===== src/rtl/io_switch_port_if.sv =====
// ---------------------------------------------------------------------------
// io_switch_port_if
//   CPU-side memory-mapped I/O bus for the switch/key input port.
//
//   io_addr  [1:0]   register select (word offset inside the I/O window)
//   io_rd            read strobe, one cycle
//   io_wr            write strobe, one cycle
//   io_wdata [31:0]  write data
//   io_rdata [31:0]  registered read data (driven by the port)
//
//   master : CPU / bus decoder side
//   slave  : io_switch_port side
// ---------------------------------------------------------------------------
interface io_switch_port_if;
  logic [1:0]  io_addr;
  logic        io_rd;
  logic        io_wr;
  logic [31:0] io_wdata;
  logic [31:0] io_rdata;

  modport master (
    output io_addr,
    output io_rd,
    output io_wr,
    output io_wdata,
    input  io_rdata
  );

  modport slave (
    input  io_addr,
    input  io_rd,
    input  io_wr,
    input  io_wdata,
    output io_rdata
  );
endinterface


===== src/rtl/io_switch_port.sv =====
// ---------------------------------------------------------------------------
// io_switch_port
//   Reader of the board switch/key pins for the memory-mapped I/O window.
//   Each pin is synchronized (2 flops), debounced (DEBOUNCE_CYCLES consecutive
//   disagreeing samples before the level is accepted), and edge events are
//   latched into sticky W1C flags that can raise an interrupt.
//
//   Register map (io_addr):
//     0  debounced level        RO
//     1  rise_flags             read non-destructive, write-1-to-clear
//     2  irq_mask               RW (NUM_SW bits)
//     3  fall_flags             only with IO_SWITCH_FALL_EDGE_EN, else reads 0
//
//   Build option: define IO_SWITCH_FALL_EDGE_EN to add falling-edge flags at
//   address 3 and to let them contribute to irq.
//
//   Ports:
//     clock_50M   system clock, rising edge
//     resetn      asynchronous active-low reset
//     sw_in       raw asynchronous switch pins (bit0 = set0)
//     bus         io_switch_port_if.slave (addr/rd/wr/wdata in, rdata out)
//     sw_level    debounced level
//     irq         registered OR of enabled flags
// ---------------------------------------------------------------------------
module io_switch_port #(
  parameter int NUM_SW          = 4,
  parameter int DEBOUNCE_CYCLES = 16,
  parameter int CNT_W           = 16
) (
  input  logic              clock_50M,
  input  logic              resetn,
  input  logic [NUM_SW-1:0] sw_in,
  io_switch_port_if.slave   bus,
  output logic [NUM_SW-1:0] sw_level,
  output logic              irq
);

  localparam logic [CNT_W-1:0] CNT_MAX = CNT_W'(DEBOUNCE_CYCLES - 1);

  localparam logic [1:0] ADDR_LEVEL = 2'd0;
  localparam logic [1:0] ADDR_RISE  = 2'd1;
  localparam logic [1:0] ADDR_MASK  = 2'd2;
  localparam logic [1:0] ADDR_FALL  = 2'd3;

  logic [NUM_SW-1:0]            s1_q, s1_d;
  logic [NUM_SW-1:0]            s2_q, s2_d;
  logic [NUM_SW-1:0]            stable_q, stable_d;
  logic [NUM_SW-1:0][CNT_W-1:0] cnt_q, cnt_d;

  logic [NUM_SW-1:0]            rise_set;
  logic [NUM_SW-1:0]            rise_clr;
  logic [NUM_SW-1:0]            rise_q, rise_d;
  logic [NUM_SW-1:0]            mask_q, mask_d;
  logic [NUM_SW-1:0]            flags_any;

  logic [31:0]                  rdata_q, rdata_d;
  logic                         irq_q, irq_d;

  logic                         wr_rise;
  logic                         wr_mask;
  logic                         unused_wdata;

`ifdef IO_SWITCH_FALL_EDGE_EN
  logic [NUM_SW-1:0]            fall_set;
  logic [NUM_SW-1:0]            fall_clr;
  logic [NUM_SW-1:0]            fall_q, fall_d;
  logic                         wr_fall;
`endif

  // Zero-extend a NUM_SW-wide register onto the 32-bit read bus; bits at or
  // above NUM_SW always read 0.
  function automatic logic [31:0] zext(input logic [NUM_SW-1:0] v);
    logic [31:0] r;
    r             = '0;
    r[NUM_SW-1:0] = v;
    return r;
  endfunction

  // -------------------------------------------------------------------------
  // Synchronizer + debounce
  // -------------------------------------------------------------------------
  always_comb begin
    s1_d     = sw_in;
    s2_d     = s1_q;
    stable_d = stable_q;
    cnt_d    = '0;
    rise_set = '0;
`ifdef IO_SWITCH_FALL_EDGE_EN
    fall_set = '0;
`endif
    for (int i = 0; i < NUM_SW; i++) begin
      // Any sample that agrees with the accepted level drops the run back to 0,
      // so glitches shorter than DEBOUNCE_CYCLES never reach stable.
      if (s2_q[i] != stable_q[i]) begin
        if (cnt_q[i] == CNT_MAX) begin
          stable_d[i] = s2_q[i];
          rise_set[i] = s2_q[i];
`ifdef IO_SWITCH_FALL_EDGE_EN
          fall_set[i] = ~s2_q[i];
`endif
        end else begin
          cnt_d[i] = cnt_q[i] + CNT_W'(1);
        end
      end
    end
  end

  // -------------------------------------------------------------------------
  // Register file, read port and interrupt
  // -------------------------------------------------------------------------
  always_comb begin
    wr_rise  = bus.io_wr && (bus.io_addr == ADDR_RISE);
    wr_mask  = bus.io_wr && (bus.io_addr == ADDR_MASK);
    rise_clr = wr_rise ? bus.io_wdata[NUM_SW-1:0] : '0;

    // Set is OR-ed in after the clear so a same-edge event is never lost.
    rise_d   = (rise_q & ~rise_clr) | rise_set;
    mask_d   = wr_mask ? bus.io_wdata[NUM_SW-1:0] : mask_q;

`ifdef IO_SWITCH_FALL_EDGE_EN
    wr_fall   = bus.io_wr && (bus.io_addr == ADDR_FALL);
    fall_clr  = wr_fall ? bus.io_wdata[NUM_SW-1:0] : '0;
    fall_d    = (fall_q & ~fall_clr) | fall_set;
    flags_any = rise_d | fall_d;
`else
    flags_any = rise_d;
`endif

    // Built from next-state values so irq tracks the flags without an extra
    // cycle of lag.
    irq_d   = |(flags_any & mask_d);

    // Reads return pre-edge register contents, so a simultaneous write to the
    // same address is seen only by a later read.
    rdata_d = rdata_q;
    if (bus.io_rd) begin
      case (bus.io_addr)
        ADDR_LEVEL: rdata_d = zext(stable_q);
        ADDR_RISE:  rdata_d = zext(rise_q);
        ADDR_MASK:  rdata_d = zext(mask_q);
`ifdef IO_SWITCH_FALL_EDGE_EN
        ADDR_FALL:  rdata_d = zext(fall_q);
`else
        ADDR_FALL:  rdata_d = '0;
`endif
        default:    rdata_d = '0;
      endcase
    end
  end

  // -------------------------------------------------------------------------
  // State
  // -------------------------------------------------------------------------
  always_ff @(posedge clock_50M or negedge resetn) begin
    if (!resetn) begin
      s1_q     <= '0;
      s2_q     <= '0;
      stable_q <= '0;
      cnt_q    <= '0;
      rise_q   <= '0;
      mask_q   <= '0;
      rdata_q  <= '0;
      irq_q    <= 1'b0;
    end else begin
      s1_q     <= s1_d;
      s2_q     <= s2_d;
      stable_q <= stable_d;
      cnt_q    <= cnt_d;
      rise_q   <= rise_d;
      mask_q   <= mask_d;
      rdata_q  <= rdata_d;
      irq_q    <= irq_d;
    end
  end

`ifdef IO_SWITCH_FALL_EDGE_EN
  always_ff @(posedge clock_50M or negedge resetn) begin
    if (!resetn) begin
      fall_q <= '0;
    end else begin
      fall_q <= fall_d;
    end
  end
`endif

  // Only the low NUM_SW data bits carry meaning; the rest are deliberately
  // dropped.
  assign unused_wdata = ^bus.io_wdata;

  assign sw_level     = stable_q;
  assign irq          = irq_q;
  assign bus.io_rdata = rdata_q;

endmodule


===== src/flat_wrapper.sv =====
// flat-port wrapper written by rule: the top's interface ports become plain ports
module io_switch_port_flat 
#(
  parameter int NUM_SW          = 4,
  parameter int DEBOUNCE_CYCLES = 16,
  parameter int CNT_W           = 16
)
  (clock_50M, resetn, sw_in, sw_level, irq, bus_io_addr, bus_io_rd, bus_io_wr, bus_io_wdata, bus_io_rdata);
  io_switch_port_if bus_i ();
  input  logic clock_50M;
  input  logic resetn;
  input  logic [NUM_SW-1:0] sw_in;
  output logic [NUM_SW-1:0] sw_level;
  output logic irq;
  input wire logic [$bits(bus_i.io_addr)-1:0] bus_io_addr;
  input wire logic [$bits(bus_i.io_rd)-1:0] bus_io_rd;
  input wire logic [$bits(bus_i.io_wr)-1:0] bus_io_wr;
  input wire logic [$bits(bus_i.io_wdata)-1:0] bus_io_wdata;
  output wire logic [$bits(bus_i.io_rdata)-1:0] bus_io_rdata;
  assign bus_i.io_addr = bus_io_addr;
  assign bus_i.io_rd = bus_io_rd;
  assign bus_i.io_wr = bus_io_wr;
  assign bus_i.io_wdata = bus_io_wdata;
  assign bus_io_rdata = bus_i.io_rdata;
  io_switch_port #(.NUM_SW(NUM_SW), .DEBOUNCE_CYCLES(DEBOUNCE_CYCLES), .CNT_W(CNT_W)) u_core (.clock_50M(clock_50M), .resetn(resetn), .sw_in(sw_in), .bus(bus_i), .sw_level(sw_level), .irq(irq));
endmodule

===== config.mk =====
export PLATFORM = sky130hd
export DESIGN_NAME = io_switch_port_flat
export DESIGN_NICKNAME = d
export VERILOG_FILES = /design/src/rtl/io_switch_port_if.sv /design/src/rtl/io_switch_port.sv /design/src/flat_wrapper.sv
export SDC_FILE = /design/constraint.sdc
export NUM_CORES = 1
export LEC_CHECK = 0
export CAP_MARGIN = 20
export CORE_AREA = 4 4 96 98
export DETAILED_ROUTE_END_ITERATION = 10
export DIE_AREA = 0 0 100 102
export MAX_ROUTING_LAYER = met4
export PLACE_DENSITY_LB_ADDON = 0.15
export SLEW_MARGIN = 30
export SYNTH_ARGS = -nofsm -noshare
export SYNTH_HDL_FRONTEND = slang
export SYNTH_SLANG_ARGS = --single-unit

===== constraint.sdc =====
create_clock -name clock_50M -period 2.3 [get_ports clock_50M]
set_clock_uncertainty 0.2 [all_clocks]
set_input_delay 0.46 -clock clock_50M [delete_from_list [all_inputs] [get_ports clock_50M]]
set_output_delay 0.46 -clock clock_50M [all_outputs]
set_load 0.05 [all_outputs]

* Yosys cells after proc, flatten, opt, wreduce, memory -nomap -nowiden *
Cells that the tools add are included.

storage, ports and cells
  bits in registers = 117
  bits in latches = 0
  bits in writable memories = 0
  memory bits (read-only) = 0
  input bits = 42
  output and inout bits = 37
  memories kept = 0

operators by class
  add/sub/neg operators = 4
  multipliers = 0
  divide/modulo/power cells = 0
  order comparisons = 0
  eq/ne operators = 11
  shifts and indexed selects = 0
  muxes and demuxes = 19
  bitwise operators = 4
  reduce and logical (&&, ||, !) cells = 8

operators by type and width
  operator                                                                 number
  16-bit two-way mux                                                       8
  32-bit one-hot mux with 4 select lines                                   1
  16-bit by 1-bit adder with 16-bit output (second input constant)         4
  16-bit by 4-bit equality test with 1-bit output (second input constant)  4
  4-bit bitwise AND                                                        2
  1-bit two-way mux                                                        8
  4-bit two-way mux                                                        2
  2-bit AND reduction                                                      4
  2-bit equality test (second input constant)                              2
  1-bit != test                                                            4
  4-bit NOT                                                                1
  4-bit bitwise OR                                                         1
  4-bit OR reduction                                                       1
  2-bit by 1-bit equality test with 1-bit output (second input constant)   1
  1-bit logical AND                                                        2
  2-bit zero test                                                          1

* Longest topological paths before layout *
Gate-level depths: netlist (run 1).

  depth after elaboration = 8
  mapped depth = 6
  depth with buffers taken out = 5

* Worst setup path after synthesis (run 1) *
Ideal clock, no wire load.

  kind = input port to flip-flop
  from = in bus_io_addr[0]
  to = reg u_core.irq_q (netlist: u_core.irq)
  setup time = 138 ps
  data arrival time = 1682 ps
  data required time = 1962 ps
  setup slack = 280 ps
  cell stages on the path = 5
  buffers on the path = 1
  path through = buf_2 -> nand3b_1 -> mux2i_1 -> a211oi_1 -> or4_1

on the way
  cells in the longest elaborated chain, start to end = 8
  elaborated cells on any way between the ends = 11

RTL lines
  item                                            line                   RTL
  start, declared                                 flat_wrapper.sv:15     input wire logic [$bits(bus_i.io_addr)-1:0] bus_io_addr;
  2-bit by 1-bit equality test with 1-bit output  io_switch_port.sv:112  wr_rise = bus.io_wr && (bus.io_addr == ADDR_RISE);
  1-bit logical AND                               io_switch_port.sv:112
  4-bit two-way mux                               io_switch_port.sv:114  rise_clr = wr_rise ? bus.io_wdata[NUM_SW-1:0] : '0;
  4-bit NOT                                       io_switch_port.sv:117  rise_d = (rise_q & ~rise_clr) | rise_set;
  4-bit bitwise AND                               io_switch_port.sv:117
  4-bit bitwise OR                                io_switch_port.sv:117
  4-bit bitwise AND *                             io_switch_port.sv:131  irq_d = |(flags_any & mask_d);
  4-bit OR reduction *                            io_switch_port.sv:131
  net u_core.irq_d                                io_switch_port.sv:57   logic irq_q, irq_d;
  end signal, assigned                            io_switch_port.sv:172  irq_q <= irq_d;
  end, declared                                   io_switch_port.sv:57

Mark *: on every way through the listed nets, which the timed path passes. The rest lies on a longest branch.
A chain may end at the register's enable or synchronous reset.

* Worst setup path in the final report (run 1) *
  from = reg u_core.rdata_q[0] (netlist: u_core.bus.io_rdata[0])
  to = out bus_io_rdata[0]

RTL lines
  item                    line                   RTL
  start, declared         io_switch_port.sv:56   logic [31:0] rdata_q, rdata_d;
  start signal, assigned  io_switch_port.sv:171  rdata_q <= rdata_d;
  end, declared           flat_wrapper.sv:19     output wire logic [$bits(bus_i.io_rdata)-1:0] bus_io_rdata;

No word-level cell between the ends.

==> results.toml, run 1 <==
[setup_path]
slowest_delay_ns = 0.80
cp.required_ns = 1.64
cp_slowest_cell = "clkdlybuf4s50_1"
crit_family = "buffers and inverters"
cp-start-kind = "flop"
critical_path_buf_inv_count = 1
crit_type = "reg -> out"
crit_fanout = 2
cp-end-kind = "primary output"
worstPathCellList = "clkdlybuf4s50_1"
cp.arrival_ns = 1.51

[power]
power_switching_uw = 842.8
power_frac_comb_pct = 11.0
vdd_ir_drop_max_mv = 0.3952
power.density_nw_per_um2 = 628.2
leakagePower_uw = 0.002143
p_sw_share_pct = 27.54
internal-power_uw = 2217
clockPowerShare_pct = 35.0
seqPwrFrac_pct = 53.9

[status]
outcome = "complete, no violations"

[layout]
nFillCells = 750
final_area_um2 = 4871
nNetsFinal = 516
final_layout_size_suffix_gt1_share_pct = 7.579
mostFrequentLayoutCells = "89 x dfrtp_1, 71 x nor2_1, 36 x xnor2_1, 28 x conb_1, 24 x nand2_1"
layout_commonest_cell = "dfrtp_1"
n_antenna_cell = 0
fin_util_pct = 57.54
areaGrowthSynthToFinish_pct = 11.52

[sta]
setup_viol = 0
rsz0062_at_grt = "false"
worstMarginPinSlew_ns = 0.5075
timing.final.hold_violations = 0
period_minus_slack_ns = 2.174
fmax_mhz = 460.0
maxSlewViolCount = 0
slew_headroom_pct = 66.09
fin_crit_sh_pct = 94.52
holdWs_ns = 0.1517

[synth]
yosysSeqAreaShare_pct = 50.99
synth-seq-cells = 89
ys_types = 37
yosysWarnings = 0
avgSynthCellArea_um2 = 10.04
netlist_area_um2 = 4368
postSynthCellCount = 435

[floorplanning]
chipHeight_um = 102
die-width_um = 100
rows = 34
die_area_um2 = 10200
core-area_um2 = 8466
start_util_pct = 51.60
io_pins = 79

[place]
gp_congestion = 0.8248
place_hpwl_mm = 5.623
place_area_um2 = 4664
port_buffers = 22

[grt]
antenna_found_initial = 0
grt_max_degree = 46
grt.overflow.total = 0
grt_pass1_wl_mm = 13.45
track_usage_pct = 16.82
grt_pass1_vias = 2914

[drt]
met3_length_um = 399
wirelength_mm = 7.810
remaining_drc_errors = 0
met2_length_mm = 3.648
drtPass1Iterations = 4
post_drt_wl_per_cell_um = 13.40
wl_met1_mm = 3.709
drtIter0Drc = 90
top_layer = "met4"
final_antenna_net_count = 0
route.vias.total = 3057
vias_per_cell = 5.244

[cts]
cts_buffers = 9
cts-root-buf = "clkbuf_8"
htree_levels = 3
clk_pin_slew_ns = 0.08
post_cts_buffers = 0
clock_latency_ns = 0.35
cts.sinks = 89
clk_path_buf_depth = 2
cts_tree = "built"

[job]
drv_cap = 0

[hold_path]
hp-class = "reg -> reg"
## power groups by stage
stage	combinational [uW]	sequential (uW)	clock (uW)
4_1_cts	342	1650	1120
3_3_place_gp	334	1680	0
3_5_place_dp	339	1680	0
5_1_grt	368	1660	1190
6_report	338	1650	1070
2_1_floorplan	227	1710	0
## cell usage after synthesis, drive strengths merged
cell type | number | area [um^2]
dfrtp | 89 | 2227
nor2 | 71 | 266.5
xnor2 | 36 | 315.3
buf | 31 | 222.7
nand2 | 24 | 90.09
nor4 | 22 | 137.6
nand3 | 21 | 110.1
xor2 | 19 | 166.4
nand4 | 17 | 106.4
a21oi | 12 | 60.06
nor3 | 11 | 55.05
and3 | 10 | 62.56
mux2i | 9 | 90.09
inv | 8 | 30.03
and4 | 6 | 52.55
o21ai | 5 | 25.02
a211oi | 4 | 30.03
a21boi | 4 | 30.03
clkbuf | 4 | 15.01
ha | 4 | 50.05
mux2 | 4 | 45.04
nand2b | 4 | 25.02
nand4b | 4 | 35.03
and2 | 2 | 12.51
nand3b | 2 | 15.01
o41ai | 2 | 17.52
or3 | 2 | 18.77
or3b | 2 | 17.52
or4 | 2 | 15.01
conb | 1 | 3.750
nor2b | 1 | 6.260
o31ai | 1 | 7.510
or2 | 1 | 6.260
## worst paths after layout
path	startpoint	to	slack (ns)	cells after the start
min in group asynchronous	resetn	u_core.cnt_q[15]	0.34	2
worst max register to register	u_core.cnt_q[48]	u_core.irq	0.28	5
worst min register to register	u_core.s1_q[1]	u_core.s2_q[1]	0.15	0
worst max-delay path	u_core.bus.io_rdata[0]	bus_io_rdata[0]	0.13	1
max in group asynchronous	resetn	u_core.s2_q[3]	0.96	3
worst min-delay path	u_core.s1_q[1]	u_core.s2_q[1]	0.15	0
## cell type report
class	instances	area, um^2	share of cell area [%]
clock buffers	9	123.9	2.543
clock inverters	7	77.57	1.593
inverters	8	30.03	0.6165
multi-input cells	330	1974	40.53
flip-flops and latches	89	2227	45.72
well taps	108	135.1	2.774
repair buffers	32	302.8	6.216
## what timing repair did
item	4_1_cts	5_1_grt
resized for setup	4	0
hold buffers	1	0
endpoints found under the setup margin	4	0
endpoints found under the hold margin	22	0
## metal layers
layer / vias to the layer above / track usage (%)
met5: - / -
met4: 0 / 3.523
met3: 4 / 4.573
met2: 55 / 26.37
met1: 1470 / 22.16
li1: 1528 / -
## kinds of logic (layout without fill, tap and decap cells)
group	Yosys count	after routing	share of synthesized area (%)
AO/OA/AOI/OAI	28	28	3.896
XOR/XNOR	55	55	11.03
adder cells (fa/ha/maj)	4	4	1.146
buffers and inverters	43	56	6.130
flip-flops	89	89	50.99
multiplexers	13	13	3.094
other	1	28	0.08585
AND/OR/NAND/NOR	202	202	23.63
## sequential cells by signal, indices dropped and copies added, names as in the netlist
name	count
u_core.rise_q	4
u_core.sw_level	4
u_core.s1_q	4
u_core.bus.io_rdata	4
u_core.s2_q	4
u_core.mask_q	4
u_core.irq	1
u_core.cnt_q	64
## per-stage QoR
stage	cells	setup TNS [ns]	power, uW	setup slack (ns)
2_1_floorplan	462	0	1936	0.2797
3_3_place_gp	566	-0.1522	2013	-0.1522
3_5_place_dp	566	-0.1986	2021	-0.1986
4_1_cts	583	0	3112	0.09837
5_1_grt	583	0	3216	0.06748
6_report	583	0	3060	0.1261
Note: power is estimated with default switching activity, not from simulation.
==> run 2, diff against run 1 <==
- CTS_CLUSTER_DIAMETER: default -> 60
==> results of run 2 <==
No change in the layout: final DEF, timing and power equal those of run 1.
==> RTL change (settings of run 2) <==
Take the reset off `rdata_q` and load it in a clocked block of its own.
--- a/src/rtl/io_switch_port.sv
+++ b/src/rtl/io_switch_port.sv
@@ -160,5 +160,4 @@
       rise_q   <= '0;
       mask_q   <= '0;
-      rdata_q  <= '0;
       irq_q    <= 1'b0;
     end else begin
@@ -169,7 +168,10 @@
       rise_q   <= rise_d;
       mask_q   <= mask_d;
-      rdata_q  <= rdata_d;
       irq_q    <= irq_d;
     end
+  end
+
+  always_ff @(posedge clock_50M) begin
+    rdata_q <= rdata_d;
   end
 
Check against the original RTL: differs if resetn is asserted again (counterexample within 4 cycles, from zero or initial values and one cycle with resetn low); with resetn held inactive, the same outputs for 10 cycles.
==> RTL change against run 2 <==
- count of clock-buffer cells in the layout is 1 higher
- register-to-register slack worse by 0.08 ns
- final area is 0.57% higher
- sequential cell count stayed put
- total power hardly changed
- worst setup slack better by 0.012 ns
- wire length is 2.5% lower
- synthesized area is 0.72% higher
- largest cell class unchanged
==> RTL change: results (changes against run 2) <==
[timing]
tightest_slew_ns = 0.531  ; +0.0240 ns
timing.hold.ws_ns = 0.158  ; +0.00588 ns
period_needed_ns = 2.16  ; -0.0116 ns

[synthesis]
avgSynthCellArea_um2 = 10.4  ; +3.1%
yosysWarningCount = 0  ; unchanged
synth_cell_types = 35  ; -5.4%
synth_commonest_cells = dfrtp_1 (85), nor2_1 (64), xnor2_1 (37)
async_flop_share_pct = 95.5  ; -4.5 points
synth_edf_count = 4  ; +4

[final_layout]
areaGrowthSynthToFinish_pct = 11.3
buf_share_pct = 6.23  ; +0.016 points
multi_input_cells = 321  ; -2.7%
final-seq-area_um2 = 2250  ; +0.90%
inverters = 8  ; unchanged
fin_nets = 507  ; -1.7%
fillers = 753  ; +0.40%
clkbuf_count = 10  ; +1
clock_area_share_pct = 4.16  ; +0.028 points
drive_gt1_share_pct = 8.15  ; +0.58 points

[global_route]
track_usage_pct = 16.9  ; +0.045 points
grt_pass1_wl_um = 13300  ; -1.3%
grt_use_met1_pct = 22.4  ; +0.28 points
met3_usage_pct = 3.14  ; -1.4 points
grt_pass1_vias = 2888  ; -0.89%
met2_usage_pct = 25.4  ; -0.97 points

[power]
vdd_drop_max_mv = 0.279  ; -29%
leakagePower_nw = 2.20  ; +2.6%

[setup_path]
rrSetupSlack_ns = 0.20  ; -0.08 ns
path_max_fanout = 1  ; -1
critPathLaunch = u_core.irq
crit_path_end = irq
r2r-start = u_core.cnt_q[32]

[placement]
gp_congestion = 0.832  ; +0.87%
dp_slack_ns = -0.127  ; +0.0714 ns
dpl-instance-area_um2 = 4680  ; +0.43%

[routing]
firstDrtPassIters = 5  ; +1
wire_per_inst_um = 13.3  ; -1.0%
drtIter0Drc = 95  ; +5.6%
drt-total-wl_um = 7610  ; -2.5%
via_per_inst = 5.16  ; -1.6%

[worst_hold_path]
hp-start = u_core.s1_q[2]
min_to = u_core.s2_q[2]

[status]
status = finished, final reports clean

==> RTL change: repair_timing <==
action,CTS,global route
hold endpoints to repair,53,0
gates resized for setup,2,1
setup endpoints to repair,2,1
hold buffers,1,0
pin swaps,0,0
==> RTL change: power by group <==
part	total [mW]	internal, mW	leakage [nW]	switching (mW)
Sequential	1.66	1.62	1.19	0.0343
Combinational	0.316	0.0855	0.906	0.231
Clock	1.09	0.534	0.103	0.552
Total	3.06	2.24	2.20	0.817
==> RTL change: kinds of logic after synthesis <==
| logic type | synth area share [%] |
|---|---|
| other | 0.0852 |
| adder cells (fa/ha/maj) | 1.14 |
| AND/OR/NAND/NOR | 24.1 |
| multiplexers | 3.07 |
| XOR/XNOR | 11.3 |
| buffers and inverters | 6.29 |
| flip-flops | 51.1 |
| AO/OA/AOI/OAI | 2.90 |
==> RTL change: routing by layer <==
metal	part of all wire, %	vias up
met4	1.8	0
li1	-	1498
met1	48	1393
met5	0	-
met3	4.2	11
met2	46	59
